## src/rtl/misc_v_pkg.sv

```systemverilog
// misc_v_pkg: shared widths, reset PC and the fetch packet type of the MISC-V core
package misc_v_pkg;

    localparam int XLEN = 16;
    localparam int ILEN = 16;
    localparam logic [XLEN-1:0] PC_STEP = 16'd2;
    localparam logic [XLEN-1:0] DEFAULT_RESET_PC = 16'h0000;

    typedef struct packed {
        logic [XLEN-1:0] pc;
        logic [ILEN-1:0] instr;
    } fetch_pkt_t;

endpackage

```

## src/rtl/fetch_buf.sv

```systemverilog
// fetch_buf: 2-entry FIFO of fetch packets with flush, push, pop and occupancy count
module fetch_buf
    import misc_v_pkg::*;
(
    input  logic       clk,
    input  logic       rst_n,
    input  logic       flush,
    input  logic       push,
    input  fetch_pkt_t push_pkt,
    input  logic       pop,
    output fetch_pkt_t head_pkt,
    output logic [1:0] count
);

    fetch_pkt_t mem_q [2];
    fetch_pkt_t mem_d [2];
    logic       rd_q, rd_d, wr_q, wr_d;
    logic [1:0] cnt_q, cnt_d;
    logic       do_pop;

    assign do_pop   = pop && (cnt_q != 2'd0);
    assign head_pkt = mem_q[rd_q];
    assign count    = cnt_q;

    // flush wins over push/pop; otherwise write at wr, read at rd
    always_comb begin
        mem_d = mem_q;
        rd_d  = rd_q;
        wr_d  = wr_q;
        cnt_d = cnt_q;
        if (flush) begin
            rd_d  = 1'b0;
            wr_d  = 1'b0;
            cnt_d = 2'd0;
        end else begin
            if (push) begin
                mem_d[wr_q] = push_pkt;
                wr_d        = ~wr_q;
            end
            if (do_pop) rd_d = ~rd_q;
            cnt_d = cnt_q + {1'b0, push} - {1'b0, do_pop};
        end
    end

    // storage and pointer registers
    always_ff @(posedge clk or negedge rst_n) begin
        if (!rst_n) begin
            mem_q <= '{default: '0};
            rd_q  <= 1'b0;
            wr_q  <= 1'b0;
            cnt_q <= 2'd0;
        end else begin
            mem_q <= mem_d;
            rd_q  <= rd_d;
            wr_q  <= wr_d;
            cnt_q <= cnt_d;
        end
    end

    // the fetch credit scheme must never let a push land on a full buffer
    a_no_overflow: assert property (@(posedge clk) disable iff (!rst_n)
        !(push && !flush && cnt_q == 2'd2));

endmodule

```

## src/rtl/instr_fetch.sv

```systemverilog
// instr_fetch: PC, credit-limited in-order imem requests, response buffering and redirect handling
module instr_fetch
    import misc_v_pkg::*;
#(
    parameter logic [XLEN-1:0] RESET_PC  = DEFAULT_RESET_PC,
    parameter int              BUF_DEPTH = 2
) (
    input  logic            clk,
    input  logic            rst_n,
    output logic            imem_req_valid,
    input  logic            imem_req_ready,
    output logic [XLEN-1:0] imem_req_addr,
    input  logic            imem_rsp_valid,
    input  logic [ILEN-1:0] imem_rsp_data,
    output logic            id_valid,
    input  logic            id_ready,
    output logic [ILEN-1:0] id_instr,
    output logic [XLEN-1:0] id_pc,
    input  logic            redirect_valid,
    input  logic [XLEN-1:0] redirect_pc
);

    logic [XLEN-1:0] req_pc_q, req_pc_d, rsp_pc_q, rsp_pc_d;
    logic [1:0]      out_q, out_d, drop_q, drop_d;
    logic            run_q, run_d;
    logic [1:0]      count;
    fetch_pkt_t      head;
    logic            accept, push, pop;
    logic [XLEN-1:0] target;

    assign target         = redirect_pc & 16'hFFFE;
    // run_q keeps requests quiet while in reset and for the edge that leaves it
    assign imem_req_valid = run_q && !redirect_valid
                          && ({1'b0, out_q} + {1'b0, count} < 3'(BUF_DEPTH));
    assign imem_req_addr  = req_pc_q;
    assign accept         = imem_req_valid && imem_req_ready;
    assign push           = imem_rsp_valid && drop_q == 2'd0 && !redirect_valid;
    assign id_valid       = count != 2'd0;
    assign pop            = id_valid && id_ready && !redirect_valid;
    assign id_pc          = head.pc;
    assign id_instr       = head.instr;

    fetch_buf u_buf (
        .clk      (clk),
        .rst_n    (rst_n),
        .flush    (redirect_valid),
        .push     (push),
        .push_pkt (fetch_pkt_t'{pc: rsp_pc_q, instr: imem_rsp_data}),
        .pop      (pop),
        .head_pkt (head),
        .count    (count)
    );

    // next PCs and counters; a redirect makes every in-flight fetch stale
    always_comb begin
        run_d    = 1'b1;
        req_pc_d = redirect_valid ? target : accept ? req_pc_q + PC_STEP : req_pc_q;
        rsp_pc_d = redirect_valid ? target : push ? rsp_pc_q + PC_STEP : rsp_pc_q;
        out_d    = out_q + {1'b0, accept} - {1'b0, imem_rsp_valid};
        drop_d   = redirect_valid ? out_q - {1'b0, imem_rsp_valid}
                 : (imem_rsp_valid && drop_q != 2'd0) ? drop_q - 2'd1 : drop_q;
    end

    // PC and counter registers
    always_ff @(posedge clk or negedge rst_n) begin
        if (!rst_n) begin
            run_q    <= 1'b0;
            req_pc_q <= RESET_PC;
            rsp_pc_q <= RESET_PC;
            out_q    <= 2'd0;
            drop_q   <= 2'd0;
        end else begin
            run_q    <= run_d;
            req_pc_q <= req_pc_d;
            rsp_pc_q <= rsp_pc_d;
            out_q    <= out_d;
            drop_q   <= drop_d;
        end
    end

    // memory must not answer a request that was never accepted
    a_rsp_expected: assert property (@(posedge clk) disable iff (!rst_n)
        !(imem_rsp_valid && out_q == 2'd0));

endmodule

```

## config.mk

```make
export PLATFORM = sky130hd
export DESIGN_NAME = instr_fetch
export DESIGN_NICKNAME = d
export VERILOG_FILES = /design/src/rtl/misc_v_pkg.sv /design/src/rtl/fetch_buf.sv /design/src/rtl/instr_fetch.sv
export SDC_FILE = /design/constraint.sdc
export NUM_CORES = 1
export LEC_CHECK = 0
export ABC_AREA = 1
export CAP_MARGIN = 30
export CORE_MARGIN = 2
export CORE_UTILIZATION = 55
export CTS_BUF_LIST = sky130_fd_sc_hd__clkbuf_16
export CTS_CLUSTER_SIZE = 12
export DETAILED_ROUTE_END_ITERATION = 10
export DONT_BUFFER_PORTS = 1
export PLACE_DENSITY = 0.69
export SYNTH_ARGS = -nofsm -noshare
export SYNTH_HDL_FRONTEND = slang
export SYNTH_SLANG_ARGS = --single-unit
```

## constraint.sdc

```tcl
create_clock -name clk -period 4.45 [get_ports clk]
set_input_delay 0.89 -clock clk [delete_from_list [all_inputs] [get_ports clk]]
set_output_delay 0.89 -clock clk [all_outputs]
set_load 0.02 [all_outputs]
```

==> out/metrics.yaml, run 1 <==
grt_max_degree: 102
die_h_um: 100
grt_setup_unrepaired: "no"
p_comb_share_pct: 30.2
insertion_delay_ns: 0.34
wl_per_cell_um: 14.1
postRouteAntennaNets: 0
grt_pass1_vias: 3901
fillers: 833
power.density_mw_per_mm2: 598
synth_top_area_share_pct: 49.9
maxCapViolCount: 0
p_sw_mw: 1.27
final_nets: 677
drt-initial-drc-count: 196
final_area_mm2: 0.00540
hold_ws_ns: 0.245
syn_to_final_growth_pct: 6.64
finalSetupTns_ns: 0
num_rows: 35
crit_fanout: 32
worst_setup_path_end_kind: "output port"
finalHoldViolCount: 0
power_switching_share_pct: 39.2
gr-total-overflow: 0
required_ns: 3.56
p_int_mw: 1.96
crit_type: "flip-flop to output port"
max-clock-path-buffers: 2
ys.flop_type: "dfrtp_1"
place_ws_ns: 2.04
grt_pass1_wl_um: 18300
fin_crit_sh_pct: 61.4
die-area_mm2: 0.0100
clkSinkCount: 101
synth_edf_count: 0
wl_um: 10600
p_seq_share_pct: 45.3
via_per_inst: 5.40
setup_viol: 0
fin_cells: 746
cp_data_arrival_time_ns: 1.84
clock.fmax_ghz: 0.366
htree_levels: 3
startpoint_type: "flip-flop"
gp_congestion: 0.841
die_w_um: 100
hp-class: "primary input to asynchronous set/reset pin"
slew_viol_final: 0
num_vias: 4025
synth_top_area_cell: "dfrtp_1"
cts_resized: 0
grt.total_usage_pct: 22.7
drc: 0
setup_ws_ns: 1.72
ctsHoldBuffers: 0
ys_top_cells_by_area: "dfrtp_1 50%, nand2_1 18%, o21ai_0 8.0%, inv_1 4.7%, nand3_1 2.9%"
layout-drive-gt1-share_pct: 5.20
syn_inst: 641
yosysUniqueCellTypes: 34
syn_avg_cell_area_um2: 7.91
clk_pin_slew_ns: 0.07
antenna_found_initial: 0
cts_tree: "done"
start_util_pct: 55.6
fin_util_pct: 59.3
synth_seq_cells: 101
antenna-diode-count: 0
syn_area_mm2: 0.00507
yosysSeqAreaShare_pct: 49.9
peakVddDrop_uv: 242
core_mm2: 0.00911
max_slew_margin_pct: 60.8
root_buffer: "clkbuf_16"
status: "finished clean"
port_buffers: 0
power_mw: 3.23
placed_area_mm2: 0.00510
firstDrtPassIters: 4
worst_pin_slew_ns: 0.588
dp_hpwl_um: 7310
cts_made_buffers: 9
ys_warn_count: 0
ys_async_sr_fraction_pct: 100
fin_skew_ns: 0.00740
min_period_ns: 2.73
ios: 88
place_inst: 730
p_leak_nw: 2.74
p_clk_share_pct: 24.6
cts_setup_buffers: 0
sequential cells by signal (all words and copies together) (netlist names):
| name | flops |
|---|---|
| drop_q | 2 |
| imem_req_addr | 15 |
| out_q | 2 |
| rsp_pc_q | 15 |
| run_q | 1 |
| u_buf.count | 2 |
| u_buf.mem_q | 62 |
| u_buf.rd_q | 1 |
| u_buf.wr_q | 1 |
cell type report:
cell class              instances  area, um2  share of cell area [%]
multi-input cells             448       2140                    39.6
clock buffers                   9        225                    4.17
inverters                      68        260                    4.82
clock inverters                 7       77.6                    1.44
repair buffers                  2       35.0                   0.648
well taps                     111        139                    2.57
flip-flops and latches        101       2530                    46.8
final timing paths:
check	start	endpoint	slack, ns	cells past startpoint
max	u_buf.rd_q	id_pc[7]	1.72	5
min	rst_n	u_buf.mem_q[8]	0.25	0
max reg2reg	out_q[0]	out_q[1]	2.32	9
min reg2reg	u_buf.mem_q[29]	u_buf.mem_q[29]	0.49	2
max in group asynchronous	rst_n	imem_req_addr[11]	4.07	0
min in group clk	u_buf.mem_q[29]	u_buf.mem_q[29]	0.49	2
power by group through the flow:
| stage | sequential (mW) | combinational [mW] | clock, mW |
|---|---|---|---|
| global route | 1.50 | 1.12 | 0.844 |
| finish | 1.46 | 0.974 | 0.794 |
| global placement | 1.46 | 0.937 | 0 |
| detailed placement | 1.48 | 0.989 | 0 |
| floorplan | 1.43 | 0.832 | 0 |
| CTS | 1.46 | 0.992 | 0.811 |
cell usage after synthesis, types with 2 or more instances:
cell and instances:
xnor2_1 5, dfrtp_1 101, o21bai_1 4, nand2_1 241, a21oi_1 7, buf_4 8
buf_2 10, nand2_4 3, nor3_1 5, conb_1 2, o21ai_1 2, inv_1 64
nor2_1 24, nand3_1 29, inv_4 2, o221ai_1 3, ha_1 8, nand4_1 4
o211ai_1 9, o21ai_0 81, xor2_1 7, nor2_2 3, clkbuf_1 6, a31oi_1 3
cells in the final DEF, fill, tap and decap left out, drive strengths merged, types with 7 or more instances in the layout:
cell    synthesis  routed
nor2           28      28
a21oi           7       7
xor2            7       7
nand2         245     245
ha              8       8
dfrtp         101     101
o211ai         10      10
o21ai          83      83
nand3          30      30
inv            67      71
clkbuf          6       9
logic make-up after synthesis:
| family | synth area share [%] |
|---|---|
| other cells | 0.148 |
| buf+inv | 7.98 |
| xor+xnor | 2.07 |
| fa+ha+maj | 2.37 |
| flops | 49.9 |
| simple gates | 25.6 |
| compound gates | 12.0 |
layer usage:
| layer | global-route usage [%] | vias to the layer above | routed length [um] |
|---|---|---|---|
| li1 | - | 2012 | - |
| met1 | 30.3 | 1905 | 4840 |
| met2 | 37.9 | 98 | 5040 |
| met3 | 5.08 | 10 | 551 |
| met4 | 5.58 | 0 | 112 |
| met5 | 0 | - | 0 |
critical path, stage by stage (launching register included):
cell and delay (ns):
dfrtp_1 0.37, buf_4 0.24, inv_1 0.41, buf_16 0.22, nand2_1 0.06, nand2_1 0.20
No activity file was read; power rests on OpenSTA's default activity.
==> run 2: changes to the inputs <==
PLACE_DENSITY = 0.72   (was 0.69)
clock period = 2.2 ns   (was 4.45 ns; I/O delays follow)
==> out/metrics.yaml, run 2 (synthesis gave the netlist of run 1 again) <==
crit_slowest_cell: "fa_1"
wl_um: 10700  # +1.0%
cts_made_buffers: 9  # unchanged
status: "finished, violations left"
die_h_um: 100  # unchanged
num_rows: 35  # unchanged
finalHoldViolCount: 101  # +101
maxCapViolCount: 0  # unchanged
p_seq_share_pct: 45.4  # about the same
finalSetupTns_ns: 0  # unchanged
grt_setup_unrepaired: "no"
power.density_mw_per_mm2: 1200  # +100%
r2r-end: "out_q[1]"
cp_top_family: "adder cells"
final_nets: 683  # +0.89%
worst_setup_path_end_kind: "output port"
ios: 88  # unchanged
r2r_slack_ns: 0.15  # -2.17 ns
p_clk_share_pct: 24.1  # -0.5 points
p_comb_share_pct: 30.5  # +0.3 points
grt_pass1_vias: 3936  # +0.90%
clk_pin_slew_ns: 0.07  # about the same
grt.total_usage_pct: 22.9  # +0.27 points
crit_type: "flip-flop to output port"
via_per_inst: 5.33  # -1.1%
hp-class: "primary input to asynchronous set/reset pin"
violations: "negative hold slack"
max-clock-path-buffers: 2  # unchanged
postRouteAntennaNets: 0  # unchanged
grt_pass1_wl_um: 18400  # +0.57%
crit_path_max_incr_delay_ns: 0.48  # +0.07 ns
layout-drive-gt1-share_pct: 6.08  # +0.89 points
antenna_found_initial: 0  # unchanged
clkSinkCount: 101  # unchanged
r2r_cells: 10  # +1
required_ns: 1.76  # -1.80 ns
worstPathCellList: "nand2_1 > inv_1 > fa_1 > nor2_4 > nand3_1 > inv_2"
drt-initial-drc-count: 218  # +11%
drc: 0  # unchanged
p_leak_nw: 2.75  # +0.48%
clock.fmax_ghz: 0.475
htree_levels: 3  # unchanged
port_buffers: 0  # unchanged
crit_fanout: 3  # -91%
cp.depth: 6  # +1
cts_tree: "done"
gp_congestion: 0.806  # -4.1%
slew_viol_final: 0  # unchanged
min_period_ns: 2.11
startpoint_type: "flip-flop"
largest_reg_flops: 62  # unchanged
core_mm2: 0.00911  # unchanged
endpoint: "imem_req_valid"
gr-total-overflow: 0  # unchanged
p_int_mw: 3.98  # +100%
worst_pin_slew_ns: 0.499  # -0.0894 ns
top_register: "u_buf.mem_q"
power_switching_share_pct: 39.1  # -0.13 points
placed_area_mm2: 0.00513  # +0.59%
p_sw_mw: 2.55  # +100%
fin_crit_sh_pct: 95.7
die-area_mm2: 0.0100  # unchanged
cp_data_arrival_time_ns: 1.67  # -0.17 ns
dp_hpwl_um: 7350  # +0.57%
final_area_mm2: 0.00544  # +0.65%
num_vias: 4011  # -0.35%
crit_path_start: "out_q[0]"
layout_commonest_cell: "nand2_1"
max_slew_margin_pct: 66.7  # +5.9 points
wl_per_cell_um: 14.2  # +0.22%
syn_to_final_growth_pct: 7.33
peakVddDrop_uv: 575  # +140%
hold_ws_ns: -0.205  # -0.450 ns
crit_buf_inv: 2  # -1
rr_startpoint: "out_q[0]"
setup_viol: 0  # unchanged
fin_skew_ns: 0.0103  # +0.00289 ns
layout_common_cells: "241 x nand2_1, 101 x dfrtp_1, 81 x o21ai_0"
root_buffer: "clkbuf_16"
antenna-diode-count: 0  # unchanged
insertion_delay_ns: 0.34  # about the same
start_util_pct: 55.6  # unchanged
firstDrtPassIters: 4  # unchanged
grt_max_degree: 102  # unchanged
die_w_um: 100  # unchanged
==> run 2: metrics by stage <==
step                      hold WS (ns)  util [%]  std cells  setup WS (ns)  power [mW]
after floorplan                  0.144         -        642          0.239        4.57
after global placement           0.147      56.3        735          0.294        4.89
after detailed placement         0.148      56.3        735          0.232        4.98
after CTS                       -0.215      59.6        751         0.0200        6.57
after global routing            -0.223      59.7        752        0.00101        7.05
final                           -0.205      59.7        752         0.0945        6.54
==> run 2: power groups by stage <==
| stage | clock network, mW | registers (mW) | logic [mW] |
|---|---|---|---|
| 2_1_floorplan | 0 | 2.89 | 1.68 |
| 3_3_place_gp | 0 | 2.96 | 1.93 |
| 3_5_place_dp | 0 | 2.99 | 1.99 |
| 4_1_cts | 1.61 | 2.96 | 2.00 |
| 5_1_grt | 1.68 | 3.06 | 2.31 |
| 6_report | 1.57 | 2.97 | 2.00 |
==> run 2: layout make-up <==
| class | instances | area, um2 |
|---|---|---|
| fillers | 813 | 3670 |
| flip-flops and latches | 101 | 2530 |
| multi-input cells | 448 | 2140 |
| inverters | 68 | 260 |
| clock buffers | 9 | 225 |
| well taps | 111 | 139 |
| clock inverters | 7 | 75.1 |
| repair buffers | 8 | 72.6 |
==> run 2: worst register-to-register path: cells and delay by family, from the launching register on <==
family        cells  cell delay [ns]
buf+inv           3             0.21
flops             1             0.40
xor+xnor          1             0.16
fa+ha+maj         3             0.94
simple gates      3             0.28
==> run 2: routing by layer <==
metal | wire, um | track usage, % | vias up
met2 | 5130 | 37.9 | 111
met4 | 140 | 7.27 | 0
met1 | 4850 | 31.1 | 1865
li1 | - | - | 2024
met3 | 542 | 3.90 | 11
met5 | 0 | 0 | -
==> run 2: timing repair <==
item | CTS | global route
resized for setup | 0 | 1
setup buffers | 0 | 1
hold endpoints to repair | 101 | 101
setup endpoints to repair | 0 | 1
==> run 2: worst min path at each step <==
stage,from,end,slack (ns),depth (start not counted)
floorplan,rst_n,drop_q[0],0.14,0
CTS,rst_n,imem_req_addr[11],-0.21,0
global placement,rst_n,u_buf.mem_q[42],0.15,0
finish,rst_n,u_buf.mem_q[39],-0.21,0
detailed placement,rst_n,u_buf.mem_q[10],0.15,0
global route,rst_n,u_buf.mem_q[42],-0.22,0
